==> src/rtl/s100_pkg.sv <==
// Shared types and constants for the S-100 bus master.
// Imported by the bus master RTL.
package s100_pkg;

  localparam int S100_ADDR_W = 16;
  localparam int S100_DATA_W = 8;
  localparam logic [S100_DATA_W-1:0] S100_FLOAT_DATA = 8'hFF;

  typedef enum logic [2:0] {
    ST_IDLE,
    ST_WAIT,
    ST_ISSUE,
    ST_RD_WAIT,
    ST_RESP
  } s100_master_state_t;

  function automatic int unsigned s100_max(
    input int unsigned a,
    input int unsigned b
  );
    return (a > b) ? a : b;
  endfunction

endpackage

==> src/rtl/s100_mem_master.sv <==
// S-100 memory bus initiator: CPU request handshake to split
// write/read responder ports with wait states and timeout.
module s100_mem_master
  import s100_pkg::*;
#(
  parameter int unsigned WAIT_STATES = 0,
  parameter int unsigned TIMEOUT     = 15
) (
  input  logic                   i_clk,
  input  logic                   i_reset,
  input  logic                   i_req_valid,
  output logic                   o_req_ready,
  input  logic                   i_req_write,
  input  logic [S100_ADDR_W-1:0] i_req_addr,
  input  logic [S100_DATA_W-1:0] i_req_wdata,
  output logic                   o_rsp_valid,
  output logic [S100_DATA_W-1:0] o_rsp_rdata,
  output logic                   o_rsp_err,
  output logic [S100_ADDR_W-1:0] o_mem_wr_addr,
  output logic [S100_DATA_W-1:0] o_mem_wr_data,
  output logic                   o_mem_wr_enable,
  output logic [S100_ADDR_W-1:0] o_mem_rd_addr,
  output logic                   o_mem_rd_enable,
  input  logic [S100_DATA_W-1:0] i_mem_rd_data,
  input  logic                   i_mem_rd_ready,
  input  logic                   i_mem_busy
);

  localparam int unsigned CNT_TOP =
    s100_max(TIMEOUT, WAIT_STATES);
  localparam int unsigned CNT_W = $clog2(CNT_TOP + 1);
  localparam logic [CNT_W-1:0] TO_LAST =
    CNT_W'(TIMEOUT - 1);
  localparam logic [CNT_W-1:0] WS_LAST =
    CNT_W'((WAIT_STATES > 0) ? WAIT_STATES - 1 : 0);

  s100_master_state_t r_state, w_state_n;
  logic [CNT_W-1:0]       r_cnt, w_cnt_n, w_cnt_inc;
  logic                   r_write;
  logic [S100_ADDR_W-1:0] r_addr;
  logic [S100_DATA_W-1:0] r_wdata;
  logic [S100_DATA_W-1:0] r_rdata;
  logic                   r_err;
  logic                   w_rsp_ld;
  logic [S100_DATA_W-1:0] w_rsp_data;
  logic                   w_rsp_err;
  logic                   w_accept;
  logic                   w_strobe;

  assign w_cnt_inc = (r_cnt == '1) ? r_cnt : r_cnt + 1'b1;
  assign w_accept  = (r_state == ST_IDLE) && i_req_valid;
  assign w_strobe  = (r_state == ST_ISSUE) && !i_mem_busy;

  always_comb begin
    w_state_n  = r_state;
    w_cnt_n    = r_cnt;
    w_rsp_ld   = 1'b0;
    w_rsp_data = '0;
    w_rsp_err  = 1'b0;
    unique case (r_state)
      ST_IDLE: begin
        if (i_req_valid) begin
          w_cnt_n   = '0;
          w_state_n = (WAIT_STATES > 0) ? ST_WAIT : ST_ISSUE;
        end
      end
      ST_WAIT: begin
        if (r_cnt == WS_LAST) begin
          w_cnt_n   = '0;
          w_state_n = ST_ISSUE;
        end else begin
          w_cnt_n = w_cnt_inc;
        end
      end
      ST_ISSUE: begin
        if (!i_mem_busy) begin
          w_cnt_n = '0;
          if (r_write) begin
            w_state_n = ST_RESP;
            w_rsp_ld  = 1'b1;
          end else begin
            w_state_n = ST_RD_WAIT;
          end
        end else if (r_cnt == TO_LAST) begin
          w_state_n  = ST_RESP;
          w_rsp_ld   = 1'b1;
          w_rsp_data = S100_FLOAT_DATA;
          w_rsp_err  = 1'b1;
        end else begin
          w_cnt_n = w_cnt_inc;
        end
      end
      ST_RD_WAIT: begin
        if (i_mem_rd_ready) begin
          w_state_n  = ST_RESP;
          w_rsp_ld   = 1'b1;
          w_rsp_data = i_mem_rd_data;
        end else if (r_cnt == TO_LAST) begin
          w_state_n  = ST_RESP;
          w_rsp_ld   = 1'b1;
          w_rsp_data = S100_FLOAT_DATA;
          w_rsp_err  = 1'b1;
        end else begin
          w_cnt_n = w_cnt_inc;
        end
      end
      ST_RESP: w_state_n = ST_IDLE;
      default: w_state_n = ST_IDLE;
    endcase
  end

  always_ff @(posedge i_clk) begin
    if (i_reset) begin
      r_state <= ST_IDLE;
      r_cnt   <= '0;
      r_write <= 1'b0;
      r_addr  <= '0;
      r_wdata <= '0;
      r_rdata <= '0;
      r_err   <= 1'b0;
    end else begin
      r_state <= w_state_n;
      r_cnt   <= w_cnt_n;
      if (w_accept) begin
        r_write <= i_req_write;
        r_addr  <= i_req_addr;
        r_wdata <= i_req_wdata;
      end
      if (w_rsp_ld) begin
        r_rdata <= w_rsp_data;
        r_err   <= w_rsp_err;
      end
    end
  end

  // Every output is forced low while reset is held.
  assign o_req_ready     = !i_reset && (r_state == ST_IDLE);
  assign o_rsp_valid     = !i_reset && (r_state == ST_RESP);
  assign o_rsp_rdata     = i_reset ? '0 : r_rdata;
  assign o_rsp_err       = !i_reset && r_err;
  assign o_mem_wr_addr   = i_reset ? '0 : r_addr;
  assign o_mem_rd_addr   = i_reset ? '0 : r_addr;
  assign o_mem_wr_data   = i_reset ? '0 : r_wdata;
  assign o_mem_wr_enable = !i_reset && w_strobe && r_write;
  assign o_mem_rd_enable = !i_reset && w_strobe && !r_write;

endmodule

==> config.mk <==
export PLATFORM = sky130hd
export DESIGN_NAME = s100_mem_master
export DESIGN_NICKNAME = d
export VERILOG_FILES = /design/src/rtl/s100_pkg.sv /design/src/rtl/s100_mem_master.sv
export SDC_FILE = /design/constraint.sdc
export NUM_CORES = 1
export LEC_CHECK = 0
export BUFFER_PORTS_ARGS = -buffer_cell sky130_fd_sc_hd__buf_2
export CORE_AREA = 5 5 74 76
export CTS_CLUSTER_DIAMETER = 150
export DETAILED_ROUTE_END_ITERATION = 6
export DIE_AREA = 0 0 79 81
export HOLD_SLACK_MARGIN = 0.03
export PLACE_DENSITY = 0.78
export SYNTH_ARGS = -nofsm -noshare
export SYNTH_HDL_FRONTEND = slang
export SYNTH_SLANG_ARGS = --single-unit
==> constraint.sdc <==
create_clock -name i_clk -period 2.2 [get_ports i_clk]
set_clock_uncertainty 0.05 [all_clocks]
set_input_delay 0.55 -clock i_clk [delete_from_list [all_inputs] [get_ports i_clk]]
set_output_delay 0.55 -clock i_clk [all_outputs]
set_load 0.03 [all_outputs]
==> impl_results.md <==
- ANT cells: 0
- CTS tree: yes
- Highest clock rate: 0.488 GHz
- CTS Buf Count: 5
- # nets final: 377
- H-tree depth: 2
- I/O Pins: 91
- Total GRT Usage: 15.3%
- Commonest non-fill, non-tap cell in the layout: buf_2
- Largest net degree at the start of global routing: 33
- Post-synth cell types: 43
- Max_slew headroom: 69.9%
- Synth warn: 0
- Core Footprint: 4660 um^2
- Leakage power: 0.00122 uW
- Data required time at the worst endpoint: 1.60 ns
- Clock sink total: 41
- Net Sw Power: 492 uW
- Syn nets: 308
- Top_reg_cell synth: dfxtp_1
- Slowest CP cell: dfxtp_2
- CP Max Fanout: 16
- DRC Markers: 0
- Number of synthesized flops with an enable pin: 0
- Post-synth top area share: 37.4%
- Post-route antenna net violation count: 0
- Fin. max-slew vios: 0
- Post-Syn Area per Cell: 8.22 um^2
- Setup crit end kind: output port
- Final Hold Viols: 0
- Starting Density: 47.1%
- Flops & latches, synth: 41
- Gpl congestion: 0.790
- Mapped Cells: 267
- Layout area overhead: 18.7%
- First-pass GRT wire length: 7.86 mm
- Area contributors post-synth: dfxtp_1 37%, nor2b_1 9.4%, nand2_1 9.2%
- GRT Residual Overflow: 0
- Final setup viols: 0
- Clk root buf: clkbuf_8
- Worst-path cell chain: nor3_1, nand2_1, nor3b_1, buf_2
- Post-route minimum period: 2.05 ns
- Drt pass-1 iters: 5
- Worst EP arrival: 1.45 ns
- Drt wl/cell: 12.5 um
- Combinational share of power: 19.4%
- Placed inst area: 2500 um^2
- RSZ-0062 raised after global routing: no
- Most frequent cells in the layout: 90 x buf_2, 54 x nand2_1, 38 x dfxtp_1, 33 x nor2b_1, 30 x a21oi_1
- Number of global-route vias before repair: 1730
- First DRT Iteration DRCs: 93
- WL final: 4.86 mm
- CP Launch Type: flop
- Peak VDD IR: 0.385 mV
- Fin crit share: 93.1%
- Syn Std Cell Area: 2200 um^2
- Initial antenna violation count: 0
- Flop pwr share: 47.0%
- Die Ht: 81 um
- Seq/Total Area, Yosys: 37.4%
- Worst-skew pair later-pin latency: 0.28 ns
- Vias per Instance: 5.06
- Switching Fraction: 28.4%
- Max incr delay on CP: 0.43 ns
- Setup Crit Path Kind: reg -> out
- HP Class: reg -> reg
- DP HPWL: 3.64 mm
- I/O Buffers: 90
- PwrDens: 665 nW/um^2
- Clock network power share: 33.7%
- Status: finished clean
- MaxCap Viol Count: 0
- Fin Setup TNS: 0 ns
- Pint: 1240 uW
- Clock Path Buffers: 2
- Reg clk slew, reported paths: 0.08 ns
- FILL cells: 455
- Vias post-DR: 1975
- Design Area, Final: 2610 um^2
- Slew @ Worst Pin: 0.450 ns
- Async S/R FF share, synth: 0%
- Site Rows: 25
- Area leader, netlist: dfxtp_1
- Setup Buffers After CTS: 0
- Die width: 79 um
- Full die area: 6400 um^2
- Share of layout cells above drive strength 1: 36.3%
-- sequential cells by signal, summed over array words and instances, names as in the netlist --
signal	count
r_wdata	8
r_err	1
r_rdata	8
r_state	3
r_addr	16
r_cnt	4
r_write	1
-- area by class of cell --
cell class	count	area, um^2	area share, %
clock buffer	5	68.8	2.64
clock inverter	2	35.0	1.34
inverter	3	11.3	0.432
multi-input combinational	190	1100	42.2
sequential	41	825	31.6
tap	54	67.6	2.59
timing repair buffer	95	500	19.2
-- cell usage after synthesis (2+ instances only) --
cell type / n
a21oi_1: 30
a31oi_1: 2
o21ai_1: 3
nor3_1: 5
nand3_1: 4
ha_1: 3
nor2_1: 15
dfxtp_1: 41
dlymetal6s2s_1: 2
o21ai_0: 2
a21oi_2: 3
a221oi_1: 8
buf_4: 16
buf_8: 2
nand2_1: 54
o31ai_1: 2
inv_1: 3
nand3b_1: 2
nor2b_1: 33
and3_1: 4
clkbuf_1: 5
buf_6: 7
-- critical path: cells and delay by family (launching register included) --
kind / cells / cell delay, ns
and+or+nand+nor: 3 / 0.50
DFF: 1 / 0.43
buffers and inverters: 1 / 0.23
-- power groups by stage --
stage / Combinational (uW) / Clock, uW / Sequential [uW]
2_1_floorplan: 291 / 0 / 814
5_1_grt: 373 / 645 / 820
6_report: 336 / 583 / 814
4_1_cts: 341 / 604 / 813
3_5_place_dp: 341 / 0 / 830
3_3_place_gp: 336 / 0 / 829
-- worst paths after layout --
check / depth (start not counted) / from / slack [ns] / endpoint
min: 2 / r_addr[15] / 0.40 / r_addr[15]
max: 4 / r_state[0] / 0.15 / o_mem_wr_enable
max reg2reg: 7 / r_cnt[0] / 0.45 / r_rdata[6]
min reg2reg: 2 / r_addr[15] / 0.40 / r_addr[15]
-- cells by family after synthesis --
family	Yosys count	share of synthesized area [%]
and+or+nand+nor	132	32.0
DFF	41	37.4
muxes	1	0.456
AOI/OAI and AO/OA	54	15.4
adders and majority gates	3	1.71
buffers and inverters	36	13.1
-- repair_timing --
action,CTS,global route
gates cloned,0,0
hold buffers,0,0
endpoints found under the setup margin,1,2
resized for setup,1,2
-- stage by stage --
stage / std cells / total power (uW) / setup slack [ns] / util, % / hold WS [ns]
final: 390 / 1730 / 0.151 / 55.9 / 0.400
after CTS: 390 / 1760 / 0.0733 / 55.9 / 0.404
after floorplan: 267 / 1110 / 0.0944 / - / 0.382
after global placement: 383 / 1160 / 0.184 / 53.6 / 0.387
after detailed placement: 383 / 1170 / 0.243 / 53.6 / 0.393
after global routing: 390 / 1840 / 0.0190 / 55.9 / 0.428
-- metal layers --
layer / GRT usage, % / vias up / share of wire, %
met4: 3.61 / 0 / 0.37
met5: 0 / - / 0
li1: - / 1019 / -
met3: 6.76 / 2 / 11
met2: 23.7 / 73 / 43
met1: 19.8 / 881 / 46
No activity file was read; power rests on OpenSTA's default activity.
